<file path="src/rtl/fetch_controller_if.sv">
// Fetch-side bus bundle for fetch_controller.
//   imem_addr/imem_rdata          : combinational instruction-memory read
//   redirect_valid/redirect_pc    : branch/jump redirect request
//   if_valid/if_ready/if_pc/if_instr : one-entry output stage handshake to decode
// master = fetch_controller side, slave = memory/decode/branch side.
interface fetch_controller_if;
  logic [31:0] imem_addr;
  logic [31:0] imem_rdata;
  logic        redirect_valid;
  logic [31:0] redirect_pc;
  logic        if_valid;
  logic        if_ready;
  logic [31:0] if_pc;
  logic [31:0] if_instr;

  modport master (
    output imem_addr,
    input  imem_rdata,
    input  redirect_valid,
    input  redirect_pc,
    output if_valid,
    input  if_ready,
    output if_pc,
    output if_instr
  );

  modport slave (
    input  imem_addr,
    output imem_rdata,
    output redirect_valid,
    output redirect_pc,
    input  if_valid,
    output if_ready,
    input  if_pc,
    input  if_instr
  );
endinterface

</file>
<file path="src/rtl/fetch_controller.sv">
// fetch_controller: owns the PC, drives the instruction-memory address and
// registers {pc, instr} into a one-entry output stage handed to decode.
// Handles start, redirect, halt and end-of-memory.
// Ports:
//   clk, rst      : clock (rising edge), synchronous active-high reset
//   start         : begin fetching from RESET_PC (honoured in IDLE/DONE)
//   halt_req      : stop issuing fetches, drain the output stage
//   bus (master)  : imem / redirect / output-stage signals (fetch_controller_if)
//   busy          : high in FETCH or DRAIN
//   fetch_count   : instructions accepted by decode since start (saturating)
//   misalign_err  : sticky misaligned-redirect flag
// Optional feature: define MISALIGN_TRAP_EN to trap misaligned redirects
// (no pc load, set misalign_err, drain and stop). Without it the redirect
// target is word-aligned by clearing bits [1:0] and misalign_err is tied 0.
module fetch_controller #(
  parameter logic [31:0] RESET_PC   = 32'd0,
  parameter int unsigned IMEM_BYTES = 16,
  parameter int unsigned CNT_W      = 16
) (
  input  logic             clk,
  input  logic             rst,
  input  logic             start,
  input  logic             halt_req,
  fetch_controller_if.master bus,
  output logic             busy,
  output logic [CNT_W-1:0] fetch_count,
  output logic             misalign_err
);

  typedef enum logic [1:0] {IDLE, FETCH, DRAIN, DONE} state_t;

  localparam logic [31:0] IMEM_LIMIT = 32'(IMEM_BYTES);

  state_t      state;
  logic [31:0] pc;
  logic        if_valid;
  logic [31:0] if_pc;
  logic [31:0] if_instr;

  logic        accept;
  logic        end_of_mem;
  logic        redirect_take;
  logic        redirect_bad;
  logic        start_take;
  logic        count_inc;
  logic [31:0] redirect_target;

  assign accept          = if_valid && bus.if_ready;
  assign end_of_mem      = (pc >= IMEM_LIMIT);
  // halt_req outranks redirect; redirects outside FETCH are ignored.
  assign redirect_take   = (state == FETCH) && !halt_req && bus.redirect_valid;
  assign start_take      = start && ((state == IDLE) || (state == DONE));
  assign redirect_target = bus.redirect_pc & ~32'd3;
  // A flushed entry is not counted even if decode took it this cycle.
  assign count_inc       = accept && !redirect_take;

`ifdef MISALIGN_TRAP_EN
  assign redirect_bad = (bus.redirect_pc[1:0] != 2'b00);
`else
  assign redirect_bad = 1'b0;
`endif

  always_ff @(posedge clk) begin
    if (rst) begin
      state       <= IDLE;
      pc          <= RESET_PC;
      if_valid    <= 1'b0;
      if_pc       <= '0;
      if_instr    <= '0;
      fetch_count <= '0;
      busy        <= 1'b0;
    end else begin
      if (count_inc && (fetch_count != '1)) begin
        fetch_count <= fetch_count + CNT_W'(1);
      end

      case (state)
        IDLE, DONE: begin
          if (start) begin
            state       <= FETCH;
            busy        <= 1'b1;
            pc          <= RESET_PC;
            fetch_count <= '0;
          end
        end

        FETCH: begin
          if (halt_req) begin
            state <= DRAIN;
            if (accept) begin
              if_valid <= 1'b0;
            end
          end else if (bus.redirect_valid) begin
            if_valid <= 1'b0;
            if (redirect_bad) begin
              state <= DRAIN;
            end else begin
              pc <= redirect_target;
            end
          end else if (end_of_mem) begin
            state <= DRAIN;
            if (accept) begin
              if_valid <= 1'b0;
            end
          end else if (!if_valid || bus.if_ready) begin
            // Stage is empty or being emptied this cycle: refill it.
            if_valid <= 1'b1;
            if_pc    <= pc;
            if_instr <= bus.imem_rdata;
            pc       <= pc + 32'd4;
          end
        end

        DRAIN: begin
          if (!if_valid || bus.if_ready) begin
            state    <= DONE;
            busy     <= 1'b0;
            if_valid <= 1'b0;
          end
        end

        default: begin
          state <= IDLE;
          busy  <= 1'b0;
        end
      endcase
    end
  end

`ifdef MISALIGN_TRAP_EN
  always_ff @(posedge clk) begin
    if (rst || start_take) begin
      misalign_err <= 1'b0;
    end else if (redirect_take && redirect_bad) begin
      misalign_err <= 1'b1;
    end
  end
`else
  assign misalign_err = 1'b0;
  logic unused_start_take;
  assign unused_start_take = start_take;
`endif

  assign bus.imem_addr = pc;
  assign bus.if_valid  = if_valid;
  assign bus.if_pc     = if_pc;
  assign bus.if_instr  = if_instr;

endmodule

</file>
<file path="src/flat_wrapper.sv">
// flat-port wrapper written by rule: the top's interface ports become plain ports
module fetch_controller_flat 
#(
  parameter logic [31:0] RESET_PC   = 32'd0,
  parameter int unsigned IMEM_BYTES = 16,
  parameter int unsigned CNT_W      = 16
)
  (clk, rst, start, halt_req, busy, fetch_count, misalign_err, bus_imem_addr, bus_imem_rdata, bus_redirect_valid, bus_redirect_pc, bus_if_valid, bus_if_ready, bus_if_pc, bus_if_instr);
  fetch_controller_if bus_i ();
  input  logic clk;
  input  logic rst;
  input  logic start;
  input  logic halt_req;
  output logic busy;
  output logic [CNT_W-1:0] fetch_count;
  output logic misalign_err;
  output wire logic [$bits(bus_i.imem_addr)-1:0] bus_imem_addr;
  input wire logic [$bits(bus_i.imem_rdata)-1:0] bus_imem_rdata;
  input wire logic [$bits(bus_i.redirect_valid)-1:0] bus_redirect_valid;
  input wire logic [$bits(bus_i.redirect_pc)-1:0] bus_redirect_pc;
  output wire logic [$bits(bus_i.if_valid)-1:0] bus_if_valid;
  input wire logic [$bits(bus_i.if_ready)-1:0] bus_if_ready;
  output wire logic [$bits(bus_i.if_pc)-1:0] bus_if_pc;
  output wire logic [$bits(bus_i.if_instr)-1:0] bus_if_instr;
  assign bus_imem_addr = bus_i.imem_addr;
  assign bus_i.imem_rdata = bus_imem_rdata;
  assign bus_i.redirect_valid = bus_redirect_valid;
  assign bus_i.redirect_pc = bus_redirect_pc;
  assign bus_if_valid = bus_i.if_valid;
  assign bus_i.if_ready = bus_if_ready;
  assign bus_if_pc = bus_i.if_pc;
  assign bus_if_instr = bus_i.if_instr;
  fetch_controller #(.RESET_PC(RESET_PC), .IMEM_BYTES(IMEM_BYTES), .CNT_W(CNT_W)) u_core (.clk(clk), .rst(rst), .start(start), .halt_req(halt_req), .bus(bus_i), .busy(busy), .fetch_count(fetch_count), .misalign_err(misalign_err));
endmodule
</file>
<file path="config.mk">
export PLATFORM = sky130hd
export DESIGN_NAME = fetch_controller_flat
export DESIGN_NICKNAME = d
export VERILOG_FILES = /design/src/rtl/fetch_controller_if.sv /design/src/rtl/fetch_controller.sv /design/src/flat_wrapper.sv
export SDC_FILE = /design/constraint.sdc
export NUM_CORES = 1
export LEC_CHECK = 0
export CORE_UTILIZATION = 35
export DETAILED_ROUTE_END_ITERATION = 16
export PLACE_DENSITY = 0.74
export SYNTH_ARGS = -nofsm -noshare
export SYNTH_HDL_FRONTEND = slang
export SYNTH_SLANG_ARGS = --single-unit
</file>
<file path="constraint.sdc">
create_clock -name clk -period 2.05 [get_ports clk]
set_clock_uncertainty 0.2 [all_clocks]
set_input_delay 0.41 -clock clk [delete_from_list [all_inputs] [get_ports clk]]
set_output_delay 0.41 -clock clk [all_outputs]
set_load 0.05 [all_outputs]
</file>
==> impl_results.md <==
* Post-Syn Instances at 495
* Post-Layout Inst Area at 0.00764 mm2
* Layout Cells excl Fill at 927
* Wl on met1 at 6010 um
* Register area share after synthesis at 0.466
* Initial antenna violation count at 0
* Met3 WL at 745 um
* Grt ovf at 0
* Peak supply drop at 0.518 mV
* P_leak at 3.14 nW
* Fillers at 1161
* Placeable Area at 0.0133 mm2
* Antenna Nets Post-Route at 0
* Total wire length at 14100 um
* Clock latency on the worst-skew pair at 0.35 ns
* Slew Viols, Final at 0
* ANT cells at 0
* Gr usage total at 0.192
* Failing checks: negative setup slack
* Number of enable flip-flop cells after synthesis at 0
* Post-Syn Area at 0.00481 mm2
* Critical path arrival at 2.17 ns
* Max layer used: met4
* Max-Cap Viols at 0
* CTS H-tree lvls at 3
* Starting Density at 0.362
* Crit-path max FO at 7
* Root Driver: clkbuf_16
* Top post-synthesis cells by count: dfxtp_1, nor2_1, mux2i_1
* Layout cell share with drive strength beyond 1 at 0.398
* DR pass1 iterations at 5
* Vias at 4672
* TritonCTS Buffers at 9
* Die Ht at 119 um
* Pre-CTS setup slack at -0.615 ns
* Worst setup EP type: flip-flop
* Max_slew headroom at 0.646
* Die ar. at 0.0142 mm2
* Design Power at 7.55 mW
* Worst-margin pin slew at 0.530 ns
* Clock transition at path regs at 0.07 ns
* Mean Syn Cell Area at 9.71 um2
* Final Hold Vio Count at 0
* Die X at 119 um
* Met2 WL at 7050 um
* Area contributors post-synth: dfxtp_1, mux2i_1, nor2_1
* Clock Sinks at 112
* Hold-fix buffer count after cts at 0
* Iter 0 DRT Violations at 172
* Top cell by count, worst path: and4_4
* F_max at 468 MHz
* IO Port Bufs at 177
* Most frequent cell after synthesis: dfxtp_1
* Clock buffer depth at 2
* CP cell instances: nor4_4 > and4_4 > and4_4 > buf_12 > mux2i_2 > nor2_1
* Ys async rst share at 0
* Placed Instances at 903
* # DRC at 0
* Area of the multi-input gates at 0.00255 mm2
* PwrDens at 989 mW/mm2
* Detail Placement HPWL at 10300 um
* Nets at 822
* First-pass GRT wire length at 21900 um
* Final Worst Setup Slack at -0.0866 ns
* Critical path's largest stage delay at 0.36 ns
* Yosys warnings at 0
* Setup_tns at -2.33 ns
* Tightest Hold Check Type: reg -> reg
* Ys flop type: dfxtp_1
* Number of setup violations in the final report at 76
* Post-synthesis register bit count at 112
* Data required, critical path at 2.08 ns
* Final estimated routing congestion in global placement at 0.829
* Wire per inst at 15.2 um
* Largest net degree at the start of global routing at 30
* Biggest area consumer among synthesized cells: dfxtp_1
* Worst Hold Margin at 0.264 ns
* Register area at 0.00231 mm2
* CP Class: reg -> reg
* # rows at 42
* TritonCTS clock tree: done
* P&R area growth vs syn at 58.9%
* Period utilisation layout at 1.04
* Minimum clock period at 2.14 ns
* Core Util, Final at 0.575
* I/O pins at 185
* Via/cell ratio at 5.04
* Vias in the first global route at 4545
* CP startpoint kind: flip-flop
* CP max-delay cell: nor4_4
* Outcome: complete, but fails checks
* Post-synth top area share at 0.466
* Netlist cell types at 62
* Area of placed instances at 0.00707 mm2
* Unrepaired setup endpoints after global routing: yes
## kinds of logic after synthesis
kind of cell    after synthesis  share of synthesized area
xor+xnor                     15                     0.0273
flops                       112                      0.466
other cells                   1                   0.000780
simple gates                200                      0.230
mux                          36                     0.0749
compound gates               85                      0.137
fa+ha+maj                     6                     0.0156
buf+inv                      40                     0.0474
## path summary, 6_finish.rpt
| path | from | endpoint | slack [ns] | depth (start not counted) |
|---|---|---|---|---|
| setup / recovery | u_core.bus.imem_addr[10] | u_core.bus.if_instr[3] | -0.09 | 6 |
| setup reg to reg | u_core.bus.imem_addr[10] | u_core.bus.if_instr[3] | -0.09 | 6 |
| hold / removal | u_core.bus.if_pc[27] | u_core.bus.if_pc[27] | 0.26 | 1 |
| hold reg to reg | u_core.bus.if_pc[27] | u_core.bus.if_pc[27] | 0.26 | 1 |
## critical path: cells and delay by family, from the launching register on
kind / cells / cell delay [ns]
AND/OR/NAND/NOR: 4 / 1.07
flip-flops: 1 / 0.34
multiplexers: 1 / 0.24
buffers and inverters: 1 / 0.17
## cells in the final DEF (no fill, tap or decap), drive strengths merged, types with 2 or more instances in the layout
cell           synthesis  layout
nand3                 17      17
a311oi                 2       2
a22oi                  6       6
o2bb2ai               11      11
and2                  30      30
nor4                   9       9
a32o                   7       7
xnor2                  3       3
ha                     6       6
inv                    9      12
a211oi                 7       7
a21oi                 11      11
nor2b                  6       6
or3                    3       3
xor2                  12      12
clkbuf                12      12
a22o                   5       5
and3                   4       4
o21ai                 13      13
nand4                 16      16
or4                    4       4
o31ai                  5       5
o211ai                 2       2
nand4b                 2       2
nand2b                 6       6
mux2i                 36      36
clkdlybuf4s50          0      64
and4                   4       4
buf                   18     197
a31oi                  6       6
conb                   1       5
nand2                 23      23
nor2                  62      63
nor3                  10      10
clkinv                 1       4
dfxtp                112     112
## routing by layer
layer | vias up | global-route usage
li1 | 2274 | -
met1 | 2235 | 0.227
met2 | 143 | 0.333
met3 | 20 | 0.0378
met4 | 0 | 0.0910
met5 | - | 0
## repair_timing
action                                 4_1_cts  5_1_grt
setup buffers                                4        0
setup endpoints to repair                   91       98
pin swaps                                    5        8
gates cloned                                 1        3
resized for setup                           17       19
endpoints found under the hold margin        0        0
## flip-flops by register name (all words and copies together), names as in the netlist
| register | cells |
|---|---|
| u_core.bus.if_instr | 32 |
| u_core.bus.if_pc | 30 |
| u_core.bus.if_valid | 1 |
| u_core.bus.imem_addr | 30 |
| u_core.busy | 1 |
| u_core.fetch_count | 16 |
| u_core.state | 2 |
## power by group
part	leakage [nW]	internal (mW)	switching, mW
combinational	2.07	1.52	1.83
sequential	0.927	2.37	0.151
clock	0.145	0.878	0.810
## final cells by class
type,instances,area share
clock inverters,6,0.00671
repair buffers,265,0.292
well taps,176,0.0288
multi-input cells,348,0.334
flip-flops and latches,112,0.302
inverters,10,0.00491
clock buffers,10,0.0313
Power figures use the tool's default switching activity.
